File: config.mk
export PLATFORM = sky130hd
export DESIGN_NAME = draw_screen_stripes_flat
export DESIGN_NICKNAME = d
export VERILOG_FILES = /design/src/rtl/draw_screen_stripes_if.sv /design/src/rtl/draw_screen_stripes.sv /design/src/flat_wrapper.sv
export SDC_FILE = /design/constraint.sdc
export NUM_CORES = 1
export LEC_CHECK = 0
export ABC_AREA = 0
export CAP_MARGIN = 20
export CORE_ASPECT_RATIO = 1.1
export CORE_MARGIN = 2
export CORE_UTILIZATION = 40
export CTS_CLUSTER_DIAMETER = 80
export CTS_CLUSTER_SIZE = 25
export DETAILED_ROUTE_END_ITERATION = 10
export PLACE_DENSITY = 0.67
export SYNTH_ARGS = -nofsm -noshare
export SYNTH_HDL_FRONTEND = slang
export SYNTH_SLANG_ARGS = --single-unit
File: constraint.sdc
create_clock -name clk -period 3.1 [get_ports clk]
set_input_delay 0.62 -clock clk [delete_from_list [all_inputs] [get_ports clk]]
set_output_delay 0.62 -clock clk [all_outputs]
set_load 0.05 [all_outputs]
File: src/rtl/draw_screen_stripes_if.sv
// Video timing bundle from the timing generator, and the same timing plus
// colour as passed between draw stages.
interface timing_if;
    logic [10:0] hcount;
    logic [10:0] vcount;
    logic        hsync;
    logic        vsync;
    logic        hblnk;
    logic        vblnk;

    modport master (output hcount, vcount, hsync, vsync, hblnk, vblnk);
    modport slave  (input  hcount, vcount, hsync, vsync, hblnk, vblnk);
endinterface

interface vga_if;
    logic [10:0] hcount;
    logic [10:0] vcount;
    logic        hsync;
    logic        vsync;
    logic        hblnk;
    logic        vblnk;
    logic [11:0] rgb;

    modport master (output hcount, vcount, hsync, vsync, hblnk, vblnk, rgb);
    modport slave  (input  hcount, vcount, hsync, vsync, hblnk, vblnk, rgb);
endinterface

File: src/rtl/draw_screen_stripes.sv
// Start-screen background: animated vertical stripes in top/bottom bands and a
// white centre field. Scroll/blink state advances once per frame, during vblank.
module draw_screen_stripes #(
    parameter int unsigned H_ACTIVE     = 1024,
    parameter int unsigned V_ACTIVE     = 768,
    parameter int unsigned STRIPE_W     = 40,
    parameter int unsigned BAND_H       = 64,
    parameter int unsigned NUM_COLOURS  = 6,
    parameter int unsigned SCROLL_DIV   = 2,
    parameter int unsigned BLINK_FRAMES = 30
) (
    input  logic       clk,
    input  logic       rst,
    input  logic [1:0] mode,
    timing_if.slave    in,
    vga_if.master      out,
    output logic       frame_tick
);

    localparam int unsigned PW = (STRIPE_W > 1) ? $clog2(STRIPE_W) : 1;
    localparam int unsigned CW = (NUM_COLOURS > 1) ? $clog2(NUM_COLOURS) : 1;
    localparam int unsigned DW = (SCROLL_DIV > 1) ? $clog2(SCROLL_DIV) : 1;
    localparam int unsigned BW = (BLINK_FRAMES > 1) ? $clog2(BLINK_FRAMES) : 1;

    localparam logic [PW-1:0] PIX_MAX   = PW'(STRIPE_W - 1);
    localparam logic [CW-1:0] COL_MAX   = CW'(NUM_COLOURS - 1);
    localparam logic [DW-1:0] DIV_MAX   = DW'(SCROLL_DIV - 1);
    localparam logic [BW-1:0] BLINK_MAX = BW'(BLINK_FRAMES - 1);

    localparam logic [10:0] H_END    = 11'(H_ACTIVE);
    localparam logic [10:0] BAND_TOP = 11'(BAND_H);
    localparam logic [10:0] BAND_BOT = 11'(V_ACTIVE - BAND_H);

    localparam logic [11:0] YELLOW_START = 12'hff0;
    localparam logic [11:0] RED_START    = 12'hf00;
    localparam logic [11:0] BLACK_START  = 12'h000;
    localparam logic [11:0] GREEN_START  = 12'h0f0;
    localparam logic [11:0] WHITE_START  = 12'hfff;
    localparam logic [11:0] BLUE_START   = 12'h00f;

    function automatic logic [11:0] palette(input logic [2:0] idx);
        logic [11:0] c;
        unique case (idx)
            3'd0, 3'd6: c = YELLOW_START;
            3'd1, 3'd7: c = RED_START;
            3'd2:       c = BLACK_START;
            3'd3:       c = GREEN_START;
            3'd4:       c = WHITE_START;
            3'd5:       c = BLUE_START;
        endcase
        return c;
    endfunction

    logic          vblnk_prev;
    logic          frame_evt;
    logic [1:0]    mode_q;
    logic [PW-1:0] pix_off_q, pix_off_d;
    logic [CW-1:0] col_off_q, col_off_d;
    logic [DW-1:0] div_cnt_q, div_cnt_d;
    logic [BW-1:0] blink_cnt_q, blink_cnt_d;
    logic          blink_on_q, blink_on_d;
    logic [PW-1:0] pix_cnt_q, pix_cnt_d, cur_pix;
    logic [CW-1:0] col_cnt_q, col_cnt_d, cur_col;
    logic [11:0]   rgb_nxt;

    assign frame_evt = in.vblnk & ~vblnk_prev;

    // Frame-rate state; the scroll step deliberately uses the pre-update mode_q.
    always_comb begin
        div_cnt_d   = div_cnt_q;
        pix_off_d   = pix_off_q;
        col_off_d   = col_off_q;
        blink_cnt_d = blink_cnt_q;
        blink_on_d  = blink_on_q;
        if (frame_evt) begin
            if (div_cnt_q == DIV_MAX) begin
                div_cnt_d = '0;
                if (mode_q == 2'd1) begin
                    if (pix_off_q == PIX_MAX) begin
                        pix_off_d = '0;
                        col_off_d = (col_off_q == COL_MAX) ? '0 : col_off_q + 1'b1;
                    end else begin
                        pix_off_d = pix_off_q + 1'b1;
                    end
                end else if (mode_q == 2'd2) begin
                    if (pix_off_q == '0) begin
                        pix_off_d = PIX_MAX;
                        col_off_d = (col_off_q == '0) ? COL_MAX : col_off_q - 1'b1;
                    end else begin
                        pix_off_d = pix_off_q - 1'b1;
                    end
                end
            end else begin
                div_cnt_d = div_cnt_q + 1'b1;
            end
            if (blink_cnt_q == BLINK_MAX) begin
                blink_cnt_d = '0;
                blink_on_d  = ~blink_on_q;
            end else begin
                blink_cnt_d = blink_cnt_q + 1'b1;
            end
        end
        if (mode_q != 2'd3) begin
            blink_on_d = 1'b0;
        end
    end

    // Per-pixel stripe tracking; hcount==0 reloads from the frame's scroll position.
    always_comb begin
        cur_pix = (in.hcount == '0) ? pix_off_q : pix_cnt_q;
        cur_col = (in.hcount == '0) ? col_off_q : col_cnt_q;
        if (cur_pix == PIX_MAX) begin
            pix_cnt_d = '0;
            col_cnt_d = (cur_col == COL_MAX) ? '0 : cur_col + 1'b1;
        end else begin
            pix_cnt_d = cur_pix + 1'b1;
            col_cnt_d = cur_col;
        end
    end

    always_comb begin
        rgb_nxt = palette(3'(cur_col));
        if (in.hblnk || in.vblnk || in.hcount >= H_END) begin
            rgb_nxt = BLACK_START;
        end else if (in.vcount >= BAND_TOP && in.vcount < BAND_BOT) begin
            rgb_nxt = WHITE_START;
        end else if (mode_q == 2'd3 && blink_on_q) begin
            rgb_nxt = WHITE_START;
        end
    end

    always_ff @(posedge clk) begin
        if (rst) begin
            vblnk_prev  <= 1'b0;
            mode_q      <= 2'd0;
            pix_off_q   <= '0;
            col_off_q   <= '0;
            div_cnt_q   <= '0;
            blink_cnt_q <= '0;
            blink_on_q  <= 1'b0;
            pix_cnt_q   <= '0;
            col_cnt_q   <= '0;
            frame_tick  <= 1'b0;
            out.hcount  <= '0;
            out.vcount  <= '0;
            out.hsync   <= 1'b0;
            out.vsync   <= 1'b0;
            out.hblnk   <= 1'b0;
            out.vblnk   <= 1'b0;
            out.rgb     <= '0;
        end else begin
            vblnk_prev  <= in.vblnk;
            if (frame_evt) begin
                mode_q <= mode;
            end
            pix_off_q   <= pix_off_d;
            col_off_q   <= col_off_d;
            div_cnt_q   <= div_cnt_d;
            blink_cnt_q <= blink_cnt_d;
            blink_on_q  <= blink_on_d;
            pix_cnt_q   <= pix_cnt_d;
            col_cnt_q   <= col_cnt_d;
            frame_tick  <= frame_evt;
            out.hcount  <= in.hcount;
            out.vcount  <= in.vcount;
            out.hsync   <= in.hsync;
            out.vsync   <= in.vsync;
            out.hblnk   <= in.hblnk;
            out.vblnk   <= in.vblnk;
            out.rgb     <= rgb_nxt;
        end
    end

endmodule
File: src/flat_wrapper.sv
// flat-port wrapper written by rule: the top's interface ports become plain ports
module draw_screen_stripes_flat 
#(
    parameter int unsigned H_ACTIVE     = 1024,
    parameter int unsigned V_ACTIVE     = 768,
    parameter int unsigned STRIPE_W     = 40,
    parameter int unsigned BAND_H       = 64,
    parameter int unsigned NUM_COLOURS  = 6,
    parameter int unsigned SCROLL_DIV   = 2,
    parameter int unsigned BLINK_FRAMES = 30
)
  (clk, rst, mode, frame_tick, in_hcount, in_vcount, in_hsync, in_vsync, in_hblnk, in_vblnk, out_hcount, out_vcount, out_hsync, out_vsync, out_hblnk, out_vblnk, out_rgb);
  timing_if in_i ();
  vga_if out_i ();
  input  logic clk;
  input  logic rst;
  input  logic [1:0] mode;
  output logic frame_tick;
  input wire logic [$bits(in_i.hcount)-1:0] in_hcount;
  input wire logic [$bits(in_i.vcount)-1:0] in_vcount;
  input wire logic [$bits(in_i.hsync)-1:0] in_hsync;
  input wire logic [$bits(in_i.vsync)-1:0] in_vsync;
  input wire logic [$bits(in_i.hblnk)-1:0] in_hblnk;
  input wire logic [$bits(in_i.vblnk)-1:0] in_vblnk;
  output wire logic [$bits(out_i.hcount)-1:0] out_hcount;
  output wire logic [$bits(out_i.vcount)-1:0] out_vcount;
  output wire logic [$bits(out_i.hsync)-1:0] out_hsync;
  output wire logic [$bits(out_i.vsync)-1:0] out_vsync;
  output wire logic [$bits(out_i.hblnk)-1:0] out_hblnk;
  output wire logic [$bits(out_i.vblnk)-1:0] out_vblnk;
  output wire logic [$bits(out_i.rgb)-1:0] out_rgb;
  assign in_i.hcount = in_hcount;
  assign in_i.vcount = in_vcount;
  assign in_i.hsync = in_hsync;
  assign in_i.vsync = in_vsync;
  assign in_i.hblnk = in_hblnk;
  assign in_i.vblnk = in_vblnk;
  assign out_hcount = out_i.hcount;
  assign out_vcount = out_i.vcount;
  assign out_hsync = out_i.hsync;
  assign out_vsync = out_i.vsync;
  assign out_hblnk = out_i.hblnk;
  assign out_vblnk = out_i.vblnk;
  assign out_rgb = out_i.rgb;
  draw_screen_stripes #(.H_ACTIVE(H_ACTIVE), .V_ACTIVE(V_ACTIVE), .STRIPE_W(STRIPE_W), .BAND_H(BAND_H), .NUM_COLOURS(NUM_COLOURS), .SCROLL_DIV(SCROLL_DIV), .BLINK_FRAMES(BLINK_FRAMES)) u_core (.clk(clk), .rst(rst), .mode(mode), .in(in_i), .out(out_i), .frame_tick(frame_tick));
endmodule
* Word-level counts from Yosys, hierarchy flattened
Memories as Yosys holds them, arrays and structs flattened.
Cells that the tools add are included.
** Cells by class
- $add $sub $neg :: 8
- Multiply operators :: 0
- Div/mod/pow operators :: 0
- $lt $le $gt $ge :: 3
- Equality and inequality tests :: 10
- Shift-type cells :: 0
- Mux-type cells :: 18
- Bitwise gates (word level) :: 3
- Reduce and logical (&&, ||, !) cells :: 15
** Operators by type and width (number)
- $mux 6 :: 5
- $mux 3 :: 9
- $mux 12 :: 2
- $add 6x1->6 const B :: 2
- $eq 6x6->1 const B :: 2
- $ge 11x11->1 const B :: 1
- $ge 11x7->1 const B :: 1
- $logic_not 11->1 :: 1
- $lt 11x10->1 const B :: 1
- $add 3x1->3 const B :: 2
- $eq 3x3->1 const B :: 2
- $logic_not 6->1 :: 1
- $reduce_or 2->1 :: 3
- $sub 6x1->6 const B :: 1
- $add 5x1->5 const B :: 1
- $eq 5x5->1 const B :: 1
- $mux 5 :: 1
- $reduce_and 5->1 :: 1
- $eq 2x2->1 const B :: 2
- $ne 2x2->1 const B :: 2
- $reduce_bool 2->1 :: 2
- $logic_not 3->1 :: 1
- $reduce_and 3->1 :: 1
- $sub 3x1->3 const B :: 1
- other kinds (8) :: 11
** Storage, ports and cells
- Flip-flop bits (word level) :: 66
- Latch bits :: 0
- Memory bits (writable) :: 0
- Memory bits (read-only) :: 96
- Input port bits :: 30
- Output and inout bits :: 39
- Logic and storage cells :: 74
- Memories kept :: 1
** Memory list
- (no name shown) :: words 8, bits a word 12, rd ports 1, clocked after memory_dff 0, write ports 0, line draw_screen_stripes.sv:43 : unique case (idx)

* Logic depth before layout (Yosys ltp)
Gate-level depths: netlist (run 1).
- Word-level depth :: 5
- Mapped depth :: 12
- Gate-level depth less buffers :: 10

* Worst setup path after synthesis (run 1)
No wires, ideal clock.
- Path type :: in2reg
- From :: input port in_hcount[2]
- To :: register u_core.col_cnt_q[2]
- Library setup time :: 133 ps
- Arrival :: 2691 ps
- Required time :: 2967 ps
- Path slack :: 276 ps
- Stages :: 11
- Buffers on the path :: 2
- Path through :: nor4_1 > nand3_1 > buf_6 > buf_2 > o21ai_0 > ha_1 > nand3b_1 > nor3b_1 > mux2_2 > o21a_1 > o32ai_2
** Between the ends
- Longest elaborated chain between the ends :: 5
- Elaborated cells on any way between the ends :: 8
- Those cells by class :: add/sub (1); eq/ne (2); mux (4); reduce/logical (1)
** RTL lines
- start: declaration :: line flat_wrapper.sv:19 : input wire logic [$bits(in_i.hcount)-1:0] in_hcount;
- $logic_not 11->1 * :: line draw_screen_stripes.sv:110, draw_screen_stripes.sv:111
- $mux 3 :: line draw_screen_stripes.sv:111 : cur_col = (in.hcount == '0) ? col_off_q : col_cnt_q;
- $add 3x1->3 / $eq 3x3->1 (equally long branches) :: line draw_screen_stripes.sv:114 : col_cnt_d = (cur_col == COL_MAX) ? '0 : cur_col + 1'b1;
- $mux 3 :: line draw_screen_stripes.sv:114
- $mux 3 * :: line draw_screen_stripes.sv:112 : if (cur_pix == PIX_MAX) begin
- end signal: assignment :: line draw_screen_stripes.sv:162 : col_cnt_q <= col_cnt_d;
- end: declaration :: line draw_screen_stripes.sv:63 : logic [CW-1:0] col_cnt_q, col_cnt_d, cur_col;
Every way passes the cells marked *; elsewhere a longest branch is shown, timed or not.
A chain may end at the register's enable or synchronous reset.

* Worst setup path in the final report (run 1)
- From :: input port in_hcount[1]
- To :: register u_core.col_cnt_q[2]
Same word-level chain as after synthesis.

==> summary.txt, run 1 <==
Run status
  – Status: complete, no violations

Die
  – CORE AREA: approximately 6600 um^2
  – Starting density of the core: slightly above 40%
  – Rows: 31
  – Die area: 7431 um^2
  – Width of the die: ~82 um
  – I/O pin total: between 60 and 70
  – Die Y-Extent: 90.21 um

Yosys
  – Syn Inst Count: between 200 and 300
  – Share of flip-flops with an asynchronous set or reset: 0%
  – Flops & latches, synth: 57
  – Net Count, Synth: roughly 340
  – Post-synth EDFFs: 0
  – Synthesized area per cell: roughly 9.1 um^2
  – Seq/Total Area, Yosys: a little over two fifths
  – Netlist cell types: 52
  – Synth Flop Type: dfxtp_1
  – YS warnings: 0
  – Cell Area, Synth: ~2700 um^2

Worst setup path
  – Setup crit start kind: primary input
  – Crit-path max FO: 6
  – Worst endpoint required time: around 3.3 ns
  – Crit path DAT: 2.96 ns
  – CP Class: in2reg
  – CP endpoint kind: flop

Min path
  – HP Class: reg2reg

Global routing
  – Largest net degree at the start of global routing: between 50 and 60
  – GRT Resource Usage Total: 16.69%
  – Number of global-route vias before repair: 2018
  – First-pass GRT wire length: between 9000 and 10000 um
  – Overflow after GRT: 0
  – Antenna violations before repair: 0

Pwr
  – Worst vdd ir: 0.2782 mV
  – Sequential power share: between 40% and 50%
  – Internal: 1.285 mW
  – Logic pwr share: between 10 and 15%
  – Sw frac: 26.24%
  – Leakage: roughly 1.3 nW
  – PwrDens: 483.5 nW/um^2
  – Clock power share: 40.6%
  – Net Sw Power: 457.0 uW

Timing
  – Final setup violation count: 0
  – Fin. max-slew vios: 0
  – Fmax achieved: between 300 and 400 MHz
  – Setup ws final: roughly 0.32 ns
  – Crit share post-route: around 90%
  – Post-Route Skew: about 0.0055 ns
  – Pin slew with the least headroom to its limit: about 0.94 ns
  – Worst slew margin: a little under two fifths
  – Setup TNS Final: 0 ns
  – Min Clock Period, post-route: between 2 and 3 ns
  – RSZ-0062 raised after global routing: false
  – Hold Fails Final Rpt: 0

Clocking
  – Post-cts resize count: 0
  – Worst-path clk slew: roughly 0.070 ns
  – Postcts setup bufs: 0
  – CTS H-Tree Depth: 3
  – CTS root buf: clkbuf_8
  – Post-cts hold buffer count: 0
  – Clock buffer depth: 2
  – CTS tree: done
  – Clock Latency Late Sink: ~0.34 ns
  – Number of CTS-inserted buffers: 9
  – Clk sink count: 57

Placed design
  – Placed cells: 430
  – Placer Congestion: a little over 0.8
  – Cell Area, Placed: ~3400 um^2
  – HPWL after DPL: 4181 um
  – Port-buffer cells: 68
  – Pre-CTS setup slack: -0.07480 ns

Final layout
  – Nets: 400
  – # diodes: 0
  – Final Non-Filler Cells: ~450
  – Layout cells sized above 1: 9.615%
  – Area growth syn-to-layout: 33.29%
  – Fin area: ~3600 um^2
  – Post-route core utilization: between 50% and 60%

Drt
  – Iteration-0 DRC Markers: 120
  – Routed vias: between 2000 and 2500
  – ANT nets after route: 0
  – Vias per cell: around 5
  – Drt first pass iters: 4
  – Drt total wl: roughly 5800 um
  – DR DRC count: 0
  – DR WL/cell: roughly 13 um

Job
  – Max_cap viols: 0
-- cell type report --
class	count	area, um^2
repair buffers	75	728.2
well taps	82	102.6
flip-flops and latches	57	1141
fillers	570	2953
clock buffers	12	155.1
clock inverters	4	51.30
inverters	9	33.78
multi-input cells	207	1390
-- flip-flops by register name (all words and copies together) (netlist names) --
name	count
u_core.blink_cnt_q	5
u_core.blink_on_q	1
u_core.col_cnt_q	3
u_core.col_off_q	3
u_core.div_cnt_q	1
u_core.frame_tick	1
u_core.mode_q	2
u_core.out.hblnk	1
u_core.out.hcount	11
u_core.out.hsync	1
u_core.out.rgb	3
u_core.out.vblnk	1
u_core.out.vcount	11
u_core.out.vsync	1
u_core.pix_cnt_q	6
u_core.pix_off_q	6
-- per-stage QoR --
step                      power [mW]  hold WS [ns]
final                          1.742        0.5227
after global routing           1.816        0.5813
after CTS                      1.765        0.5246
after detailed placement       1.052        0.5100
after global placement         1.048        0.4922
after floorplan               0.9532        0.4751
-- worst paths after layout --
path / startpoint / end / slack [ns] / cells after the start
max reg2reg: u_core.pix_off_q[0] / u_core.col_cnt_q[2] / 0.91 / 8
min reg2reg: u_core.blink_cnt_q[4] / u_core.blink_cnt_q[4] / 0.52 / 2
min: u_core.blink_cnt_q[4] / u_core.blink_cnt_q[4] / 0.52 / 2
max: in_hcount[1] / u_core.col_cnt_q[2] / 0.32 / 10
-- cells in the mapped netlist (3+ instances only) --
library cell,n,area (um^2)
dfxtp_1,57,1141
nor3_1,5,25.02
o21ai_0,9,45.04
clkbuf_1,9,33.78
mux2i_1,5,50.05
nor3b_1,3,22.52
buf_4,9,67.56
xnor2_1,8,70.07
mux2_2,4,45.04
ha_1,11,137.6
inv_1,9,33.78
a21oi_1,17,85.08
a21o_1,3,22.52
nand3b_1,5,37.54
nor2_1,25,93.84
nor4_1,3,18.77
nand3_1,12,60.06
nor2b_1,29,181.4
xor2_1,8,70.07
nand2b_1,3,18.77
nand4_1,5,31.28
nand2_1,19,71.32
-- critical path: stages --
cell	delay (ns)
clkdlybuf4s50_1	0.41
nor4_1	0.29
nand3_1	0.24
o21ai_0	0.28
ha_1	0.24
nand3b_1	0.11
nor3b_1	0.26
mux2_2	0.26
o21a_1	0.16
o32ai_2	0.08
-- power by group through the flow --
stage                     Combinational, mW  Sequential (mW)  Clock (mW)
after global placement                0.252            0.797           0
after CTS                             0.255            0.782       0.728
after floorplan                      0.0907            0.862           0
final                                 0.253            0.781       0.708
after global routing                  0.271            0.785       0.760
after detailed placement              0.254            0.798           0
-- cell usage in the layout, fill, tap and decap left out, types with 3 or more instances in the layout --
cell type	instances
a21o_1	3
a21oi_1	17
buf_4	7
clkbuf_8	11
clkdlybuf4s50_1	67
dfxtp_1	57
ha_1	11
inv_1	9
mux2_2	4
mux2i_1	5
nand2_1	19
nand2b_1	3
nand3_1	12
nand3b_1	5
nand4_1	5
nor2_1	25
nor2b_1	29
nor3_1	5
nor3b_1	3
nor4_1	3
o21ai_0	9
xnor2_1	8
xor2_1	8
-- metal layers --
metal | up-vias | track usage [%] | part of all wire, % | wire [um]
li1 | 1139 | - | - | -
met1 | 989 | 21.57 | 45 | 2602
met2 | 67 | 25.07 | 47 | 2691
met3 | 8 | 3.614 | 5.9 | 342
met4 | 0 | 9.722 | 2.1 | 118
met5 | - | 0 | 0 | 0
-- logic make-up after synthesis --
group / Yosys count / share of synthesized area, %
mux: 11 / 5.185
xor+xnor: 16 / 5.185
simple gates: 119 / 23.61
flops: 57 / 42.22
buf+inv: 32 / 6.342
compound gates: 50 / 12.36
fa+ha+maj: 11 / 5.093
Power figures use the tool's default switching activity.
==> run 2, diff against run 1 <==
--- a/config.mk
+++ b/config.mk
@@ -13,6 +13,7 @@
 export CTS_CLUSTER_DIAMETER = 80
 export CTS_CLUSTER_SIZE = 25
 export DETAILED_ROUTE_END_ITERATION = 10
+export GPL_TIMING_DRIVEN = 0
 export PLACE_DENSITY = 0.67
 export SYNTH_ARGS = -nofsm -noshare
 export SYNTH_HDL_FRONTEND = slang
==> run 2 against run 1 <==
Sequential share of layout area down 1.1 points; total power down 2.3%; maximum frequency is 6.9% lower; non-clock buffer count rose by 21; first-iteration DRC count fell by 40%; hold slack better by 0.0041 ns; flip-flop and latch count did not move; via count grew 5.4%; combinational power up 5%; worst setup slack lost 0.21 ns; clock skew is 0.00068 ns higher; critical endpoint is now u_core.pix_cnt_q[1]; largest power group unchanged.
==> summary.txt, run 2 (synthesis results as in run 1) <==
Run status
  – Status: complete, no violations

Placed design
  – Placed cells: 446 (+3.7%)
  – HPWL after DPL: 4551 um (+8.8%)
  – Cell Area, Placed: 3486 um^2 (+2.7%)
  – Port-buffer cells: 68 (unchanged)
  – Placer Congestion: 0.8903 (+7.3%)
  – Pre-CTS setup slack: -0.6654 ns (-0.5906 ns)

Clocking
  – Post-cts hold buffer count: 0 (unchanged)
  – CTS root buf: clkbuf_8
  – Clk sink count: 57 (unchanged)
  – Clock Latency Late Sink: 0.34 ns (about the same)
  – CTS tree: done
  – Number of CTS-inserted buffers: 9 (unchanged)
  – CTS H-Tree Depth: 3 (unchanged)
  – Worst-path clk slew: 0.07 ns (about the same)
  – Clock buffer depth: 2 (unchanged)

Final layout
  – Multi-input gate area: 1408 um^2 (+1.3%)
  – # diodes: 0 (unchanged)
  – Nets: 421 (+5.3%)
  – Most frequent cells in the layout: 68 x clkdlybuf4s50_1, 57 x dfxtp_1, 29 x nor2b_1
  – Layout cells sized above 1: 12.73% (+3.1 points)
  – Area growth syn-to-layout: 38.10%
  – Post-route core utilization: 56.94% (+2.0 points)
  – Final Non-Filler Cells: 467 (+4.7%)
  – Register area: 1141 um^2 (unchanged)
  – FILL cells: 588 (+3.2%)
  – Commonest non-fill, non-tap cell in the layout: clkdlybuf4s50_1
  – Largest regs: u_core.out.hcount (11), u_core.out.vcount (11)
  – Fin area: 3732 um^2 (+3.6%)

Worst setup path
  – Crit path DAT: 3.25 ns (+0.29 ns)
  – Worst R2R Setup Slack: 0.95 ns (+0.04 ns)
  – Worst r2r path cells: 9 (+1)
  – CP endpoint kind: flop
  – Setup crit start kind: primary input
  – Crit-path max FO: 10 (+4)
  – R2R Path Start: u_core.pix_off_q[0]
  – CP Class: in2reg
  – Worst endpoint required time: 3.36 ns (+0.08 ns)
  – Crit path launch: in_hcount[2]
  – Reg2Reg Capture Point: u_core.col_cnt_q[2]

Pwr
  – Clock power share: 38.6% (-2.0 points)
  – Leakage: 1.402 nW (+4.3%)
  – Tot Pwr: 1.701 mW (-2.3%)
  – Net Sw Power: 491.2 uW (+7.5%)
  – Worst vdd ir: 0.3166 mV (+14%)
  – Sw frac: 28.87% (+2.6 points)
  – Sequential power share: 45.8% (+1.0 points)
  – PwrDens: 455.8 nW/um^2 (-5.7%)
  – Logic pwr share: 15.6% (+1.1 points)
  – Internal: 1.210 mW (-5.8%)

Timing
  – Fmax achieved: 335.1 MHz (-6.9%)
  – Hold Fails Final Rpt: 0 (unchanged)
  – Fin. max-slew vios: 0 (unchanged)
  – Worst slew margin: 61.48% (+24 points)
  – Post-Route Skew: 0.006206 ns (+0.0006824 ns)
  – Final setup violation count: 0 (unchanged)
  – Setup ws final: 0.1158 ns (-0.2070 ns)
  – Min Clock Period, post-route: 2.984 ns (+0.2070 ns)
  – Crit share post-route: 96.27% (+6.7 points)
  – Pin slew with the least headroom to its limit: 0.5777 ns (-0.3667 ns)

Die
  – Starting density of the core: 41.23% (unchanged)
  – Die area: 7431 um^2 (unchanged)
  – CORE AREA: 6555 um^2 (unchanged)
  – Width of the die: 82.37 um (unchanged)
  – I/O pin total: 69 (unchanged)
  – Rows: 31 (unchanged)
  – Die Y-Extent: 90.21 um (unchanged)

Job
  – Max_cap viols: 0 (unchanged)

Global routing
  – Antenna violations before repair: 0 (unchanged)
  – Overflow after GRT: 0 (unchanged)
  – Number of global-route vias before repair: 2189 (+8.5%)
  – GRT Resource Usage Total: 18.16% (+1.5 points)
  – First-pass GRT wire length: 10440 um (+9.4%)
  – Largest net degree at the start of global routing: 12 (-77%)

Min path
  – Hold depth: 2 (unchanged)
  – Hold EP: u_core.blink_cnt_q[1]
  – HP Class: reg2reg
  – HP Start: u_core.blink_cnt_q[1]

Drt
  – DR WL/cell: 13.45 um (+4.3%)
  – DR DRC count: 0 (unchanged)
  – Drt first pass iters: 4 (unchanged)
  – Iteration-0 DRC Markers: 72 (-40%)
  – Routed vias: 2323 (+5.4%)
  – ANT nets after route: 0 (unchanged)
  – Drt total wl: 6282 um (+9.2%)
  – Vias per cell: 4.974 (+0.71%)
-- run 2: cell types whose count changed in the layout (fill, tap and decap cells not counted), sizes merged --
cell | before | now
clkdlybuf4s50 | 67 | 68
buf | 8 | 19
clkbuf | 12 | 20
clkinvlp | 1 | 3
bufinv | 1 | 0
-- run 2: power groups by stage --
stage | sequential, mW | clock, mW | combinational (mW)
floorplan | 0.862 | 0 | 0.0907
global placement | 0.794 | 0 | 0.260
detailed placement | 0.795 | 0 | 0.263
CTS | 0.778 | 0.679 | 0.266
global route | 0.782 | 0.711 | 0.286
finish | 0.778 | 0.657 | 0.266
-- run 2: worst max-delay path by stage --
stage	to	cells after the start
global route	u_core.col_cnt_q[2]	12
floorplan	u_core.col_cnt_q[2]	11
finish	u_core.pix_cnt_q[1]	13
global placement	u_core.col_cnt_q[2]	12
CTS	u_core.col_cnt_q[2]	12
detailed placement	u_core.col_cnt_q[2]	12
-- run 2: final cells by class --
type / count / area share, %
plain buffers: 23 / 3.688
clock buffers: 11 / 4.056
clock inverters: 5 / 1.073
inverters: 9 / 0.9051
multi-input cells: 207 / 37.71
flip-flops and latches: 57 / 30.57
well taps: 82 / 2.749
repair buffers: 73 / 19.24
-- run 2: stage by stage --
| step | hold WS [ns] | TNS, ns |
|---|---|---|
| after global routing | 0.5551 | -0.05739 |
| after detailed placement | 0.5125 | -3.755 |
| after CTS | 0.5276 | 0 |
| final | 0.5269 | 0 |
| after global placement | 0.4917 | -3.733 |
| after floorplan | 0.4751 | 0 |
-- run 2: what timing repair did --
| action | CTS | global route |
|---|---|---|
| setup buffers | 2 | 3 |
| endpoints found under the hold margin | 0 | 0 |
| pin swaps | 2 | 2 |
| resized for setup | 3 | 3 |
| setup endpoints to repair | 6 | 4 |
-- run 2: per-layer routing --
metal	wire, um	vias to the layer above	track usage, %
met4	161	0	10.56
met3	338	14	3.514
met1	2785	1056	23.43
met5	0	-	0
met2	2996	74	27.62
li1	-	1179	-
-- run 2: critical path: stages --
cell,delay [ns]
clkdlybuf4s50_1,0.45
nor4_2,0.31
nand3_1,0.19
buf_6,0.21
buf_2,0.19
nand2_1,0.08
o21ai_1,0.08
ha_2,0.19
buf_4,0.16
and2_0,0.14
mux2_4,0.31
buf_4,0.15
nor3b_1,0.18
==> run 3, diff against run 2 <==
--- a/config.mk
+++ b/config.mk
@@ -14,6 +14,7 @@
 export CTS_CLUSTER_SIZE = 25
 export DETAILED_ROUTE_END_ITERATION = 10
 export GPL_TIMING_DRIVEN = 0
+export HOLD_SLACK_MARGIN = 0.05
 export PLACE_DENSITY = 0.67
 export SYNTH_ARGS = -nofsm -noshare
 export SYNTH_HDL_FRONTEND = slang
==> constraint.sdc (replaced) <==
create_clock -name clk -period 3 [get_ports clk]
set_input_delay 0.6 -clock clk [delete_from_list [all_inputs] [get_ports clk]]
set_output_delay 0.6 -clock clk [all_outputs]
set_load 0.05 [all_outputs]
==> run 3 against run 2 <==
Total power is 3.6% higher; clock skew about the same; sequential power grew 3.3%; hold slack barely moved; register-to-register slack worse by 0.07 ns; core utilization increased by 0.38 points; via count shrank 0.17%; routed wire length increased by 1.1%; sequential share of layout area fell by 0.20 points; die area unchanged; combinational power up 4%; non-clock buffer count is 2 higher.
==> summary.txt, run 3 (synthesis results as in run 1) <==
Drt
  – DR WL/cell: 13.54 um (+0.67%)
  – DR DRC count: 0 (unchanged)
  – Vias per cell: 4.945 (-0.60%)
  – Routed vias: 2319 (-0.17%)
  – Drt total wl: 6351 um (+1.1%)
  – ANT nets after route: 0 (unchanged)
  – Iteration-0 DRC Markers: 82 (+14%)
  – Drt first pass iters: 4 (unchanged)

Clocking
  – Clock buffer depth: 2 (unchanged)
  – Clk sink count: 57 (unchanged)
  – CTS H-Tree Depth: 3 (unchanged)
  – Worst-path clk slew: 0.07 ns (about the same)
  – Clock Latency Late Sink: 0.34 ns (about the same)
  – CTS tree: done
  – CTS root buf: clkbuf_8
  – Number of CTS-inserted buffers: 9 (unchanged)
  – Post-cts hold buffer count: 0 (unchanged)

Global routing
  – Number of global-route vias before repair: 2189 (unchanged)
  – Largest net degree at the start of global routing: 12 (unchanged)
  – Antenna violations before repair: 0 (unchanged)
  – Overflow after GRT: 0 (unchanged)
  – First-pass GRT wire length: 10440 um (unchanged)
  – GRT Resource Usage Total: 18.16% (unchanged)

Final layout
  – Commonest non-fill, non-tap cell in the layout: clkdlybuf4s50_1
  – Largest regs: u_core.out.hcount (11), u_core.out.vcount (11)
  – Most frequent cells in the layout: 68 x clkdlybuf4s50_1, 57 x dfxtp_1, 29 x nor2b_1
  – # diodes: 0 (unchanged)
  – Area growth syn-to-layout: 39.03%
  – Nets: 423 (+0.48%)
  – Layout cells sized above 1: 13.70% (+0.97 points)

Worst setup path
  – Crit-path max FO: 10 (unchanged)
  – Worst endpoint required time: 3.26 ns (-0.10 ns)
  – Crit path DAT: 3.18 ns (-0.07 ns)
  – Worst r2r path cells: 9 (unchanged)
  – CP endpoint kind: flop
  – Setup crit start kind: primary input
  – Worst R2R Setup Slack: 0.88 ns (-0.07 ns)
  – CP Class: in2reg

Die
  – Width of the die: 82.37 um (unchanged)
  – Die Y-Extent: 90.21 um (unchanged)
  – Rows: 31 (unchanged)
  – I/O pin total: 69 (unchanged)
  – CORE AREA: 6555 um^2 (unchanged)
  – Die area: 7431 um^2 (unchanged)
  – Starting density of the core: 41.23% (unchanged)

Min path
  – HP Class: reg2reg
  – Hold depth: 2 (unchanged)

Placed design
  – Pre-CTS setup slack: -0.7454 ns (-0.08000 ns)
  – Port-buffer cells: 68 (unchanged)
  – Placer Congestion: 0.8903 (unchanged)
  – HPWL after DPL: 4551 um (unchanged)

Timing
  – Worst slew margin: 61.90% (+0.41 points)
  – Setup ws final: 0.08858 ns (-0.02717 ns)
  – Hold Fails Final Rpt: 0 (unchanged)
  – Pin slew with the least headroom to its limit: 0.5715 ns (-0.006189 ns)
  – Crit share post-route: 97.05%
  – Fmax achieved: roughly 340 MHz
  – Post-Route Skew: 0.006085 ns (-0.0001215 ns)
  – Setup TNS Final: 0 ns (unchanged)
  – Final setup violation count: 0 (unchanged)
  – Fin. max-slew vios: 0 (unchanged)
  – Min Clock Period, post-route: 2.911 ns

Pwr
  – Clock power share: 38.7% (about the same)
  – Internal: 1.251 mW (+3.4%)
  – Leakage: 1.412 nW (+0.74%)
  – Net Sw Power: 510.9 uW (+4.0%)
  – Sw frac: 29.00% (+0.13 points)
  – Sequential power share: 45.7% (about the same)
  – PwrDens: 468.9 nW/um^2 (+2.9%)
  – Logic pwr share: 15.7% (about the same)
  – Worst vdd ir: 0.3265 mV (+3.2%)

Run status
  – Status: complete, no violations

Job
  – Max_cap viols: 0 (unchanged)
==> run 3: cell count changes in the layout (fill, tap and decap cells not counted), sizes merged <==
cell / previous run / this run
buf: 19 / 21
==> run 3: worst paths after layout <==
| check | startpoint | endpoint |
|---|---|---|
| worst min register to register | u_core.blink_cnt_q[1] | u_core.blink_cnt_q[1] |
| worst max register to register | u_core.pix_off_q[0] | u_core.col_cnt_q[2] |
| worst max-delay path | in_hcount[2] | u_core.pix_cnt_q[1] |
| worst min-delay path | u_core.blink_cnt_q[1] | u_core.blink_cnt_q[1] |
==> run 3: per-layer routing <==
metal,GRT usage (%),routed length (um)
met3,3.514,346
met5,0,0
met2,27.62,3040
met1,23.43,2797
met4,10.56,167
==> run 3: repair_timing <==
item                       4_1_cts  5_1_grt
setup endpoints to repair        6        6
buffers inserted                 2        5
gates resized for setup          4        4
pin swaps                        2        2
==> run 3: cell type report <==
| class | instances | area (um^2) |
|---|---|---|
| clock inverters | 5 | 40.04 |
| flip-flops and latches | 57 | 1141 |
| clock buffers | 11 | 151.4 |
| repair buffers | 75 | 733.2 |
| fillers | 586 | 2798 |
| multi-input cells | 207 | 1418 |
| inverters | 9 | 33.78 |
| plain buffers | 23 | 137.6 |
| well taps | 82 | 102.6 |
==> run 3: critical path, stage by stage <==
cell and delay, ns:
clkdlybuf4s50_1 0.45, nor4_2 0.31, nand3_1 0.19, buf_6 0.17, buf_2 0.18, nand2_1 0.08
o21ai_1 0.07, ha_2 0.19, buf_4 0.16, and2_0 0.14, mux2_4 0.31, buf_4 0.15
nor3b_1 0.18
==> run 3: power groups by stage <==
stage / registers (mW) / logic, mW / clock network (mW)
finish: 0.804 / 0.276 / 0.681
detailed placement: 0.822 / 0.272 / 0
global placement: 0.821 / 0.269 / 0
CTS: 0.804 / 0.275 / 0.702
floorplan: 0.891 / 0.0938 / 0
global route: 0.808 / 0.297 / 0.734
==> run 3: per-stage QoR <==
| step | instance area, um^2 | instances | hold slack (ns) | utilization [%] | total power [mW] |
|---|---|---|---|---|---|
| 5_1_grt | 3757 | 469 | 0.5551 | 57.32 | 1.838 |
| 2_1_floorplan | 2703 | 296 | 0.4751 | - | 0.9850 |
| 3_3_place_gp | 3486 | 446 | 0.4917 | 53.18 | 1.089 |
| 6_report | 3757 | 469 | 0.5271 | 57.32 | 1.762 |
| 4_1_cts | 3704 | 464 | 0.5276 | 56.50 | 1.781 |
| 3_5_place_dp | 3486 | 446 | 0.5125 | 53.18 | 1.093 |
